--- src/rtl/uart_core_param.sv ---
// uart_core_param: UART with TX/RX FIFOs, programmable baud divisor and framing.
// Define UART_CORE_LOOPBACK_EN to widen MODE_IN with a bit[3] internal loopback.
module uart_core_param #(
    parameter int DATA_W     = 8,
    parameter int FIFO_DEPTH = 16,
    parameter int OVERSAMPLE = 16,
    parameter int DIV_W      = 16
) (
    input  logic              CLK,
    input  logic              RST,
    input  logic              WR_TX,
    input  logic [DATA_W-1:0] TX_DATA,
    input  logic              RD_RX,
    output logic [DATA_W-1:0] RX_DATA,
    input  logic              SET_DIV,
    input  logic [DIV_W-1:0]  DIV,
    input  logic              SET_MODE,
`ifdef UART_CORE_LOOPBACK_EN
    input  logic [3:0]        MODE_IN,
`else
    input  logic [2:0]        MODE_IN,
`endif
    input  logic              CLR_ERR,
    output logic              TX_FULL,
    output logic              RX_EMPTY,
    output logic [2:0]        ERR,
    output logic              INTERRUPT,
    input  logic              RX,
    output logic              TX
);
`ifdef UART_CORE_LOOPBACK_EN
    localparam int MW = 4;
`else
    localparam int MW = 3;
`endif
    localparam int AW = $clog2(FIFO_DEPTH);
    localparam int OW = $clog2(OVERSAMPLE);
    localparam int BW = $clog2(DATA_W);

    typedef enum logic [2:0] {S_IDLE, S_START, S_DATA, S_PAR, S_STOP} state_t;

    logic [DIV_W-1:0]  r_div, r_bcnt;
    logic [MW-1:0]     r_mode;
    logic [2:0]        r_err;
    logic              w_tick;

    logic [DATA_W-1:0] r_tmem [FIFO_DEPTH];
    logic [AW:0]       r_twp, r_trp;
    logic              w_tempty, w_tfull, w_tpush, w_tpop, w_tos_end;
    logic [DATA_W-1:0] w_thead;

    logic [DATA_W-1:0] r_rmem [FIFO_DEPTH];
    logic [AW:0]       r_rwp, r_rrp;
    logic              w_rempty, w_rfull, w_rpush, w_rpop, w_ovr;

    state_t            r_ts, r_rs;
    logic [OW-1:0]     r_tos, r_ros;
    logic [BW-1:0]     r_tbit, r_rbit;
    logic [DATA_W-1:0] r_tsh, r_rsh;
    logic              r_tpb, r_tpen, r_tstop2, r_tstop_n, r_tx;
    logic              r_rx1, r_rx2, r_rx3, w_rx_in, w_ros_end;
    logic              r_rpen, r_rodd, r_rpb, r_rdone, r_rperr, r_rferr;

    assign w_tick = (r_bcnt <= DIV_W'(1));

    always_ff @(posedge CLK) begin
        if (RST) begin
            r_div  <= DIV_W'(1);
            r_bcnt <= DIV_W'(1);
            r_mode <= '0;
            r_err  <= '0;
        end else begin
            if (SET_DIV)  r_div  <= DIV;
            if (SET_MODE) r_mode <= MODE_IN;
            r_bcnt <= w_tick ? r_div : r_bcnt - 1'b1;
            // a coincident error event survives CLR_ERR
            r_err  <= (CLR_ERR ? 3'b000 : r_err) |
                      {w_ovr, r_rdone & r_rferr, r_rdone & r_rperr};
        end
    end

    assign w_tempty  = (r_twp == r_trp);
    assign w_tfull   = (r_twp[AW] != r_trp[AW]) &&
                       (r_twp[AW-1:0] == r_trp[AW-1:0]);
    assign w_thead   = r_tmem[r_trp[AW-1:0]];
    assign w_tos_end = w_tick && (r_tos == OW'(OVERSAMPLE-1));
    assign w_tpop    = !w_tempty &&
                       ((r_ts == S_IDLE && w_tick) ||
                        (r_ts == S_STOP && w_tos_end &&
                         (!r_tstop2 || r_tstop_n)));
    assign w_tpush   = WR_TX && (!w_tfull || w_tpop);

    assign w_rempty  = (r_rwp == r_rrp);
    assign w_rfull   = (r_rwp[AW] != r_rrp[AW]) &&
                       (r_rwp[AW-1:0] == r_rrp[AW-1:0]);
    assign w_rpop    = RD_RX && !w_rempty;
    assign w_rpush   = r_rdone && (!w_rfull || w_rpop);
    assign w_ovr     = r_rdone && w_rfull && !w_rpop;

    always_ff @(posedge CLK) begin
        if (w_tpush) r_tmem[r_twp[AW-1:0]] <= TX_DATA;
        if (w_rpush) r_rmem[r_rwp[AW-1:0]] <= r_rsh;
    end

    always_ff @(posedge CLK) begin
        if (RST) begin
            r_twp <= '0;
            r_trp <= '0;
            r_rwp <= '0;
            r_rrp <= '0;
        end else begin
            if (w_tpush) r_twp <= r_twp + 1'b1;
            if (w_tpop)  r_trp <= r_trp + 1'b1;
            if (w_rpush) r_rwp <= r_rwp + 1'b1;
            if (w_rpop)  r_rrp <= r_rrp + 1'b1;
        end
    end

    always_ff @(posedge CLK) begin
        if (RST) begin
            r_ts      <= S_IDLE;
            r_tos     <= '0;
            r_tbit    <= '0;
            r_tsh     <= '0;
            r_tpb     <= 1'b0;
            r_tpen    <= 1'b0;
            r_tstop2  <= 1'b0;
            r_tstop_n <= 1'b0;
            r_tx      <= 1'b1;
        end else if (w_tpop) begin
            // frame start: mode is frozen here for the whole frame
            r_ts      <= S_START;
            r_tos     <= '0;
            r_tbit    <= '0;
            r_tsh     <= w_thead;
            r_tpen    <= r_mode[0] ^ r_mode[1];
            r_tpb     <= (^w_thead) ^ r_mode[1];
            r_tstop2  <= r_mode[2];
            r_tstop_n <= 1'b0;
            r_tx      <= 1'b0;
        end else if (w_tick && r_ts != S_IDLE) begin
            r_tos <= r_tos + 1'b1;
            if (w_tos_end) begin
                r_tos <= '0;
                unique case (r_ts)
                    S_START: begin
                        r_ts <= S_DATA;
                        r_tx <= r_tsh[0];
                    end
                    S_DATA: begin
                        if (r_tbit == BW'(DATA_W-1)) begin
                            r_ts <= r_tpen ? S_PAR : S_STOP;
                            r_tx <= r_tpen ? r_tpb : 1'b1;
                        end else begin
                            r_tbit <= r_tbit + 1'b1;
                            r_tsh  <= r_tsh >> 1;
                            r_tx   <= r_tsh[1];
                        end
                    end
                    S_PAR: begin
                        r_ts <= S_STOP;
                        r_tx <= 1'b1;
                    end
                    S_STOP: begin
                        if (r_tstop2 && !r_tstop_n) r_tstop_n <= 1'b1;
                        else r_ts <= S_IDLE;
                    end
                    default: r_ts <= S_IDLE;
                endcase
            end
        end
    end

`ifdef UART_CORE_LOOPBACK_EN
    assign w_rx_in = r_mode[3] ? r_tx : RX;
    assign TX      = r_mode[3] ? 1'b1 : r_tx;
`else
    assign w_rx_in = RX;
    assign TX      = r_tx;
`endif

    always_ff @(posedge CLK) begin
        if (RST) begin
            r_rx1 <= 1'b1;
            r_rx2 <= 1'b1;
            r_rx3 <= 1'b1;
        end else begin
            r_rx1 <= w_rx_in;
            r_rx2 <= r_rx1;
            r_rx3 <= r_rx2;
        end
    end

    assign w_ros_end = (r_ros == OW'(OVERSAMPLE-1));

    always_ff @(posedge CLK) begin
        if (RST) begin
            r_rs    <= S_IDLE;
            r_ros   <= '0;
            r_rbit  <= '0;
            r_rsh   <= '0;
            r_rpen  <= 1'b0;
            r_rodd  <= 1'b0;
            r_rpb   <= 1'b0;
            r_rdone <= 1'b0;
            r_rperr <= 1'b0;
            r_rferr <= 1'b0;
        end else begin
            r_rdone <= 1'b0;
            unique case (r_rs)
                S_IDLE: begin
                    if (r_rx3 && !r_rx2) begin
                        r_rs   <= S_START;
                        r_ros  <= '0;
                        r_rbit <= '0;
                        r_rpen <= r_mode[0] ^ r_mode[1];
                        r_rodd <= r_mode[1];
                    end
                end
                default: begin
                    if (w_tick) begin
                        r_ros <= r_ros + 1'b1;
                        unique case (r_rs)
                            S_START: begin
                                if (r_ros == OW'(OVERSAMPLE/2-1)) begin
                                    r_ros <= '0;
                                    r_rs  <= r_rx2 ? S_IDLE : S_DATA;
                                end
                            end
                            S_DATA: begin
                                if (w_ros_end) begin
                                    r_ros  <= '0;
                                    r_rsh  <= {r_rx2, r_rsh[DATA_W-1:1]};
                                    r_rbit <= r_rbit + 1'b1;
                                    if (r_rbit == BW'(DATA_W-1))
                                        r_rs <= r_rpen ? S_PAR : S_STOP;
                                end
                            end
                            S_PAR: begin
                                if (w_ros_end) begin
                                    r_ros <= '0;
                                    r_rpb <= r_rx2;
                                    r_rs  <= S_STOP;
                                end
                            end
                            S_STOP: begin
                                if (w_ros_end) begin
                                    r_rs    <= S_IDLE;
                                    r_rdone <= 1'b1;
                                    r_rperr <= r_rpen &&
                                               (r_rpb != ((^r_rsh) ^ r_rodd));
                                    r_rferr <= !r_rx2;
                                end
                            end
                            default: r_rs <= S_IDLE;
                        endcase
                    end
                end
            endcase
        end
    end

    assign TX_FULL   = w_tfull;
    assign RX_EMPTY  = w_rempty;
    assign RX_DATA   = w_rempty ? '0 : r_rmem[r_rrp[AW-1:0]];
    assign ERR       = r_err;
    assign INTERRUPT = !w_rempty || (|r_err);

endmodule

--- config.mk ---
export PLATFORM = sky130hd
export DESIGN_NAME = uart_core_param
export DESIGN_NICKNAME = d
export VERILOG_FILES = /design/src/rtl/uart_core_param.sv
export SDC_FILE = /design/constraint.sdc
export NUM_CORES = 1
export LEC_CHECK = 0
export ABC_CLOCK_PERIOD_IN_PS = 3900
export CORE_ASPECT_RATIO = 0.9
export CORE_MARGIN = 5
export CORE_UTILIZATION = 55
export DETAILED_ROUTE_END_ITERATION = 8
export PLACE_DENSITY = 0.79
export RECOVER_POWER = 100
export SLEW_MARGIN = 20
export SYNTH_ARGS = -nofsm -noshare
export SYNTH_HDL_FRONTEND = slang
export SYNTH_SLANG_ARGS = --single-unit
--- constraint.sdc ---
create_clock -name CLK -period 3.9 [get_ports CLK]
set_input_delay 0.78 -clock CLK [delete_from_list [all_inputs] [get_ports CLK]]
set_output_delay 0.78 -clock CLK [all_outputs]
set_load 0.02 [all_outputs]
Word-level counts from Yosys, hierarchy flattened
Memories as Yosys holds them, arrays and structs flattened. A register that Yosys moved wholly into a read port is not among the register bits.
Cells that the tools add are included.

word-level totals
  flip-flop bits (word level) = 108
  memory bits (writable) = 256
  bits of input ports = 35
  output and inout bits = 15
  word-level logic and storage cells = 195
  memories kept = 2

operators by class
  add/subtract/negate cells = 9
  magnitude comparators = 1
  eq/ne operators = 31
  mux-type cells = 53
  bitwise operators = 10
  reductions and logical operators = 58

memory list
  name    words  width  rd ports  clocked after memory_dff  wr ports  line  RTL
  r_rmem  16     8      1         1                         1         52    logic [DATA_W-1:0] r_rmem [FIFO_DEPTH];
  r_tmem  16     8      1         1                         1         47    logic [DATA_W-1:0] r_tmem [FIFO_DEPTH];

operators by type and width
  kind                                                             number
  2-to-1 mux 3 bit                                                 18
  2-to-1 mux 8 bit                                                 6
  2-to-1 mux 4 bit                                                 10
  AND reduction 4 bit                                              9
  case mux 3 bit (4 select lines)                                  2
  adder 5 x 1 -> 5 bit, second input constant                      4
  inequality test 3 bit, second input constant                     6
  less-or-equal comparator 16 x 1 -> 1 bit, second input constant  1
  logical AND 1 bit                                                16
  2-to-1 mux 16 bit                                                1
  XOR reduction 8 bit                                              2
  subtractor 16 x 1 -> 16 bit, second input constant               1
  2-to-1 mux 1 bit                                                 13
  equality test 3 x 2 -> 1 bit, second input constant              4
  equality test 3 bit, second input constant                       4
  nonzero test 2 bit                                               6
  equality test 5 bit                                              2
  adder 4 x 1 -> 4 bit, second input constant                      2
  equality test 4 bit                                              2
  equality test 4 bit, second input constant                       2
  logical NOT 1 bit                                                8
  inequality test 2 bit, second input constant                     4
  case mux 4 bit (2 select lines)                                  1
  AND reduction 7 bit                                              1
  20 further kinds                                                 37

Longest topological paths before layout
Gate-level depths: netlist (run 1).

  depth in word-level cells = 10
  gate-level depth with buffers = 10
  depth with buffers taken out = 9

Worst setup path before layout (run 1)
No wires, ideal clock.

  path type = register to output
  from = register with a tool-made name
  to = output RX_DATA[5]
  data arrival time = 2367 ps
  data required time = 3120 ps
  path slack = 753 ps
  cell stages (with the launch flop) = 7
  cells stage by stage = dfxtp_1 > clkbuf_1 > buf_1 > buf_2 > mux4_2 > mux2i_1 > a211oi_1

RTL lines
  item       line  RTL
  to (decl)  14    output logic [DATA_W-1:0] RX_DATA,

==> results by group, run 1 <==
Outcome
  • Failing checks: capacitance limit, slew limit
  • Outcome: finished with violations

Global route
  • Global-route usage over all layers: 19.1%
  • Initial antenna violation count: 0
  • Grt total ovfl: 0
  • First-pass GRT wire length: 46.8 mm
  • Largest net degree at the start of global routing: 85
  • Vias in the first global route: 8553

Power
  • Overall power: 9.17 mW
  • Sequential power share: 48.7%
  • Clk pwr share: 39.4%
  • Net Sw Frac: 23.6%
  • Cell Int Power: 7.00 mW
  • Pwr dens: 533 nW/um2
  • Peak supply drop: 0.353 mV
  • Logic pwr share: 11.9%
  • P_sw: 2.17 mW
  • Static leakage: 5.69 nW

CTS
  • CTS root buf: clkbuf_16
  • Clock sinks: 372
  • CTS H-Tree Depth: 2
  • Worst skew pair latency: 520 ps
  • CTS Buffer Depth: 3
  • TritonCTS clock tree: built
  • Clock buffer count from CTS: 37
  • Clock slew at reported path FFs: 60 ps
  • Number of hold buffers added after cts: 0

Place
  • Post-Place Cell Area: 16100 um2
  • Placement Setup Slack: 592 ps
  • RD Place Congestion: 0.812
  • I/O Buffers: 49
  • DP Wirelength: 18.7 mm

Floorplan
  • Initial cell density of the core: 55.9%
  • Die Wd: 185 um
  • Core footprint: 27000 um2
  • # rows: 57
  • Die area: 30900 um2
  • Boundary Pins: 50
  • Chip height: 167 um

Drt
  • Routed vias/inst: 5.79
  • Total routed wirelength: 29.4 mm
  • First drt pass iteration count: 5
  • Residual DRC: 0
  • Antenna-violating nets left: 0
  • DR WL/cell: 20.0 um
  • Via count: 8524
  • First DRT Iteration DRCs: 783

Setup path
  • CP cell instances: mux4_2 > nor2b_1 > a211oi_1 > a211oi_1 > dlygate4sd3_1
  • Crit end category: output pin
  • Critical Path Start Type: flop
  • Critical Path AT: 2910 ps
  • Worst path max stage delay: 690 ps
  • CP delay by family, top: buffers and inverters
  • Worst path most repeated cell: a211oi_1
  • Crit path required time: 3120 ps
  • Crit Path Class: flop to output pin
  • Buffers plus inverters on the worst setup path: 1
  • Worst-path fanout max: 18
  • Max stage delay cell, worst path: dlygate4sd3_1

STA
  • Final setup violating endpoints: 0
  • Fin crit period: 3690 ps
  • Min Hold Slack: 407 ps
  • Max frequency: 271 MHz
  • Tcrit/Tclk final: 94.6%
  • Worst clock skew: 13.4 ps
  • Least-Margin Pin Slew: 1690 ps
  • Max-slew violation count: 85
  • Setup_tns: 0 ps
  • Final WS setup: 211 ps
  • RSZ-0062 raised after global routing: false
  • Slew margin rel.: -12.9%
  • Final Hold Viols: 0

Yosys
  • Yosys warnings: 0
  • Top_reg_cell synth: edfxtp_1
  • Cell with the most instances after synthesis: edfxtp_1
  • Synthesis-stage register bit count: 372
  • Synth top area share: 50.9%
  • Sequential-to-total area share from yosys stat: 66.3%
  • Top cells by area, synth: edfxtp_1 (51%), dfxtp_1 (15%), mux4_2 (10%), nor2_1 (3.4%), mux2i_1 (2.5%)
  • Yosys top cell by area: edfxtp_1
  • Post-synthesis cell count: 1024
  • Syn Nets: 1077
  • EDFF count, synth: 256
  • Netlist cell types: 56
  • Asr flop ratio synth: 0%
  • Mapped Avg Cell Area: 14.8 um2
  • Synth top cells by count: edfxtp_1 (256), nor2_1 (135), dfxtp_1 (116)
  • Post-Syn Area: 15100 um2

Hold path
  • Min-delay worst type: flop to flop

Layout
  • Nets: 1142
  • Post-route design area: 17200 um2
  • Layout cells sized above 1: 12.5%
  • P&R area growth vs syn: 13.8%
  • Final-layout fill cell count: 1935
  • Inserted Diodes: 0

Run
  • Number of max-cap violations: 1
kinds of logic (layout without fill, tap and decap cells):
family	Yosys count	after routing	synth area share, %
AOI/OAI and AO/OA	104	104	4.60
DFF	372	372	66.3
muxes	111	111	13.0
xor gates and xnor gates	57	57	3.64
adders and majority gates	18	18	1.49
buffers and inverters	65	158	1.86
and+or+nand+nor	297	297	9.12
stage by stage:
stage               utilization (%)  instances
floorplan                         -       1024
global placement               59.4       1404
detailed placement             59.4       1404
CTS                            64.0       1471
global route                   63.6       1471
finish                         63.6       1471
layer usage:
layer / GRT usage (%) / wire [um] / up-vias / share of wire (%)
li1: - / - / 4000 / -
met1: 27.3 / 12500 / 4206 / 42
met2: 31.1 / 14600 / 286 / 50
met3: 3.73 / 1930 / 32 / 6.6
met4: 4.24 / 414 / 0 / 1.4
met5: 0 / 0 / - / 0
sequential cells by signal, indices dropped and copies added (netlist names), 3 cells and up, named ones only:
register and flops:
r_rmem 128, r_tmem 128, r_bcnt 16, r_div 16
r_rsh 8, r_tsh 8, r_rrp 5, r_rwp 5
r_trp 5, r_twp 5, r_ros 4, r_tos 4
ERR 3, r_mode 3, r_rbit 3, r_rs 3
r_tbit 3, r_ts 3
worst register-to-register path: stages (launching register included):
cell and delay, ps:
dfxtp_1 320, or3_1 430, nor4_1 620, nand4_1 450, a21boi_0 290, buf_4 190, nand2_1 140, nor3_1 200
clkbuf_1 520
cell usage in the layout, fill, tap and decap left out, drive strengths merged, types with 18 or more instances in the layout:
| master | synthesis | layout |
|---|---|---|
| dfxtp | 116 | 116 |
| nor3 | 22 | 22 |
| edfxtp | 256 | 256 |
| clkbuf | 38 | 74 |
| nand2 | 55 | 55 |
| clkdlybuf4s50 | 0 | 30 |
| a211oi | 34 | 34 |
| ha | 18 | 18 |
| dlygate4sd3 | 0 | 18 |
| xor2 | 20 | 20 |
| xnor2 | 34 | 34 |
| a21oi | 28 | 28 |
| nor2 | 135 | 135 |
| mux4 | 68 | 68 |
| mux2i | 37 | 37 |
final cells by class:
class                           count  area (um2)  share of cell area (%)
Clock buffer                       51        1020                    5.92
Inverter                           10        37.5                   0.218
Multi-Input combinational cell    587        4800                    27.9
Timing Repair Buffer               81         657                    3.82
Sequential cell                   372       10000                    58.2
Tap cell                          354         443                    2.58
Clock inverter                     16         221                    1.29
worst paths after layout:
check             start            to  slack [ps]  cells after the start
max                flop    RX_DATA[7]         210                      5
max reg2reg  r_bcnt[10]  r_tmem[2][1]         370                      8
min               r_rx1         r_rx2         410                      1
min reg2reg       r_rx1         r_rx2         410                      1
timing repair:
action,CTS,global route
endpoints found under the setup margin,0,8
setup buffers,0,0
gates resized for setup,0,1
power by group through the flow:
stage | registers, mW | logic (mW) | clock network (mW)
after floorplan | 4.50 | 0.901 | 0
final | 4.46 | 1.09 | 3.61
after global placement | 4.55 | 1.10 | 0
after detailed placement | 4.55 | 1.12 | 0
after CTS | 4.47 | 1.14 | 3.68
after global routing | 4.48 | 1.22 | 3.86
Power figures use the tool's default switching activity.
==> run 2, diff against run 1 <==
CORE_MARGIN = 2   (was 5)
TNS_END_PERCENT = 30   (was not set)
==> results by group, run 2 (synthesis results as in run 1) <==
Drt
  • Total routed wirelength: 29.4 mm (about the same)
  • First DRT Iteration DRCs: 955 (+22%)
  • Via count: 8571 (+0.55%)
  • DR WL/cell: 20.1 um (+0.40%)
  • Routed vias/inst: 5.85 (+0.89%)
  • Residual DRC: 0 (unchanged)
  • First drt pass iteration count: 5 (unchanged)
  • Antenna-violating nets left: 0 (unchanged)

Global route
  • Initial antenna violation count: 0 (unchanged)
  • First-pass GRT wire length: 46.6 mm (-0.35%)
  • Grt total ovfl: 0 (unchanged)
  • Largest net degree at the start of global routing: 79 (-7.1%)
  • Global-route usage over all layers: 21.0% (+1.9 points)
  • Vias in the first global route: 8443 (-1.3%)

CTS
  • Clock slew at reported path FFs: 60 ps (about the same)
  • Number of setup buffers added after CTS: 0 (unchanged)
  • TritonCTS clock tree: built
  • Number of hold buffers added after cts: 0 (unchanged)
  • # resized after CTS: 0 (unchanged)
  • Clock sinks: 372 (unchanged)
  • CTS H-Tree Depth: 2 (unchanged)
  • CTS root buf: clkbuf_16
  • Clock buffer count from CTS: 37 (unchanged)
  • Worst skew pair latency: 540 ps (+20 ps)
  • CTS Buffer Depth: 3 (unchanged)

Setup path
  • Worst reg2reg setup slack: 440 ps (+70 ps)
  • Setup crit end: RX_DATA[2]
  • Crit Reg-Reg Startpoint: r_bcnt[6]
  • Worst-path fanout max: 18 (unchanged)
  • Worst path max stage delay: 680 ps (about the same)
  • Crit path required time: 3120 ps (about the same)
  • Critical Path Start Type: flop
  • Reg2reg end: r_tmem[0][3]
  • Crit Path Class: flop to output pin
  • Max stage delay cell, worst path: dlygate4sd3_1
  • R2r worst-path depth: 7 (-1)
  • CP cell instances: mux4_2 > nor2b_1 > a211oi_1 > a211oi_1 > dlygate4sd3_1
  • Crit end category: output pin
  • Critical Path AT: 2890 ps (-20 ps)
  • Worst path most repeated cell: a211oi_1

Layout
  • Inserted Diodes: 0 (unchanged)
  • Layout cells sized above 1: 12.7% (+0.15 points)
  • Most common cell after layout, fill and taps aside: edfxtp_1
  • Most frequent cells in the layout: edfxtp_1 (256), nor2_1 (135), dfxtp_1 (115)
  • Final-layout fill cell count: 1893 (-2.2%)
  • Nets: 1139 (-0.26%)
  • P&R area growth vs syn: 13.6%
  • Finished Core Util: 63.5% (-0.14 points)

STA
  • Setup_tns: 0 ps (unchanged)
  • Tcrit/Tclk final: 94.2% (-0.40 points)
  • Slew margin rel.: -3.07% (+9.8 points)
  • Final Hold Viols: 0 (unchanged)
  • Max-slew violation count: 79 (-7.1%)
  • RSZ-0062 raised after global routing: false
  • Worst clock skew: 29.3 ps (+15.9 ps)
  • Final setup violating endpoints: 0 (unchanged)
  • Fin crit period: 3670 ps (-15.6 ps)
  • Max frequency: 272 MHz (+0.42%)
  • Least-Margin Pin Slew: 1550 ps (-147 ps)

Place
  • DP Wirelength: 18.6 mm (-0.22%)
  • I/O Buffers: 49 (unchanged)
  • RD Place Congestion: 0.826 (+1.7%)

Floorplan
  • Boundary Pins: 50 (unchanged)
  • # rows: 57 (unchanged)
  • Chip height: 161 um (-3.6%)
  • Initial cell density of the core: 55.9% (unchanged)
  • Die area: 28800 um2 (-6.7%)
  • Core footprint: 27000 um2 (unchanged)
  • Die Wd: 179 um (-3.2%)

Power
  • Overall power: 9.11 mW (-0.62%)
  • Peak supply drop: 0.417 mV (+18%)
  • Pwr dens: 531 nW/um2 (-0.40%)
  • Static leakage: 5.66 nW (-0.48%)

Outcome
  • Failing checks: capacitance limit, slew limit
  • Outcome: finished with violations

Hold path
  • Min-delay worst type: flop to flop

Run
  • Number of max-cap violations: 1 (unchanged)
==> run 2: routing by layer <==
metal  GRT usage [%]  vias up  share of wire [%]
met3            3.91       50                6.7
met4            6.21        0                2.3
met2            33.5      296                 48
met1            29.9     4236                 43
met5               0        -                  0
li1                -     3989                  -
==> run 2: cell type report <==
class | instances | area, um2 | share of cell area [%]
Timing Repair Buffer | 78 | 628 | 3.66
Tap cell | 354 | 443 | 2.58
Multi-Input combinational cell | 587 | 4820 | 28.1
Sequential cell | 372 | 10000 | 58.4
Inverter | 10 | 37.5 | 0.219
Clock buffer | 54 | 1060 | 6.19
Clock inverter | 11 | 149 | 0.868
==> run 2: report_power, final <==
group | internal [mW] | leakage, nW | total [mW] | switching (mW)
Combinational | 0.508 | 1.79 | 1.13 | 0.619
Clock | 2.09 | 0.583 | 3.52 | 1.43
Sequential | 4.33 | 3.29 | 4.46 | 0.132
Total | 6.93 | 5.66 | 9.11 | 2.18
==> run 2: per-stage QoR <==
stage	instances	worst slack [ps]	area (um2)	hold WS, ps
after global routing	1466	92.2	17200	435
after CTS	1466	35.1	17200	409
after global placement	1401	649	16000	395
after floorplan	1024	753	15100	389
final	1466	227	17200	406
after detailed placement	1401	558	16000	397
==> run 2: worst min path at each step <==
stage,from,slack (ps),to,cells past startpoint
2_1_floorplan,r_rx1,390,r_rx2,1
3_3_place_gp,r_rx1,400,r_rx2,1
3_5_place_dp,r_rx1,400,r_rx2,1
4_1_cts,r_rx1,410,r_rx2,1
5_1_grt,r_rx1,440,r_rx2,1
6_report,r_rx1,410,r_rx2,1
==> run 2: critical path, delay by kind of cell, from the launching register on <==
family / cells / cell delay, ps
buffers and inverters: 1 / 680
AND/OR/NAND/NOR: 1 / 140
flip-flops: 1 / 570
AO/OA/AOI/OAI: 2 / 430
multiplexers: 1 / 550
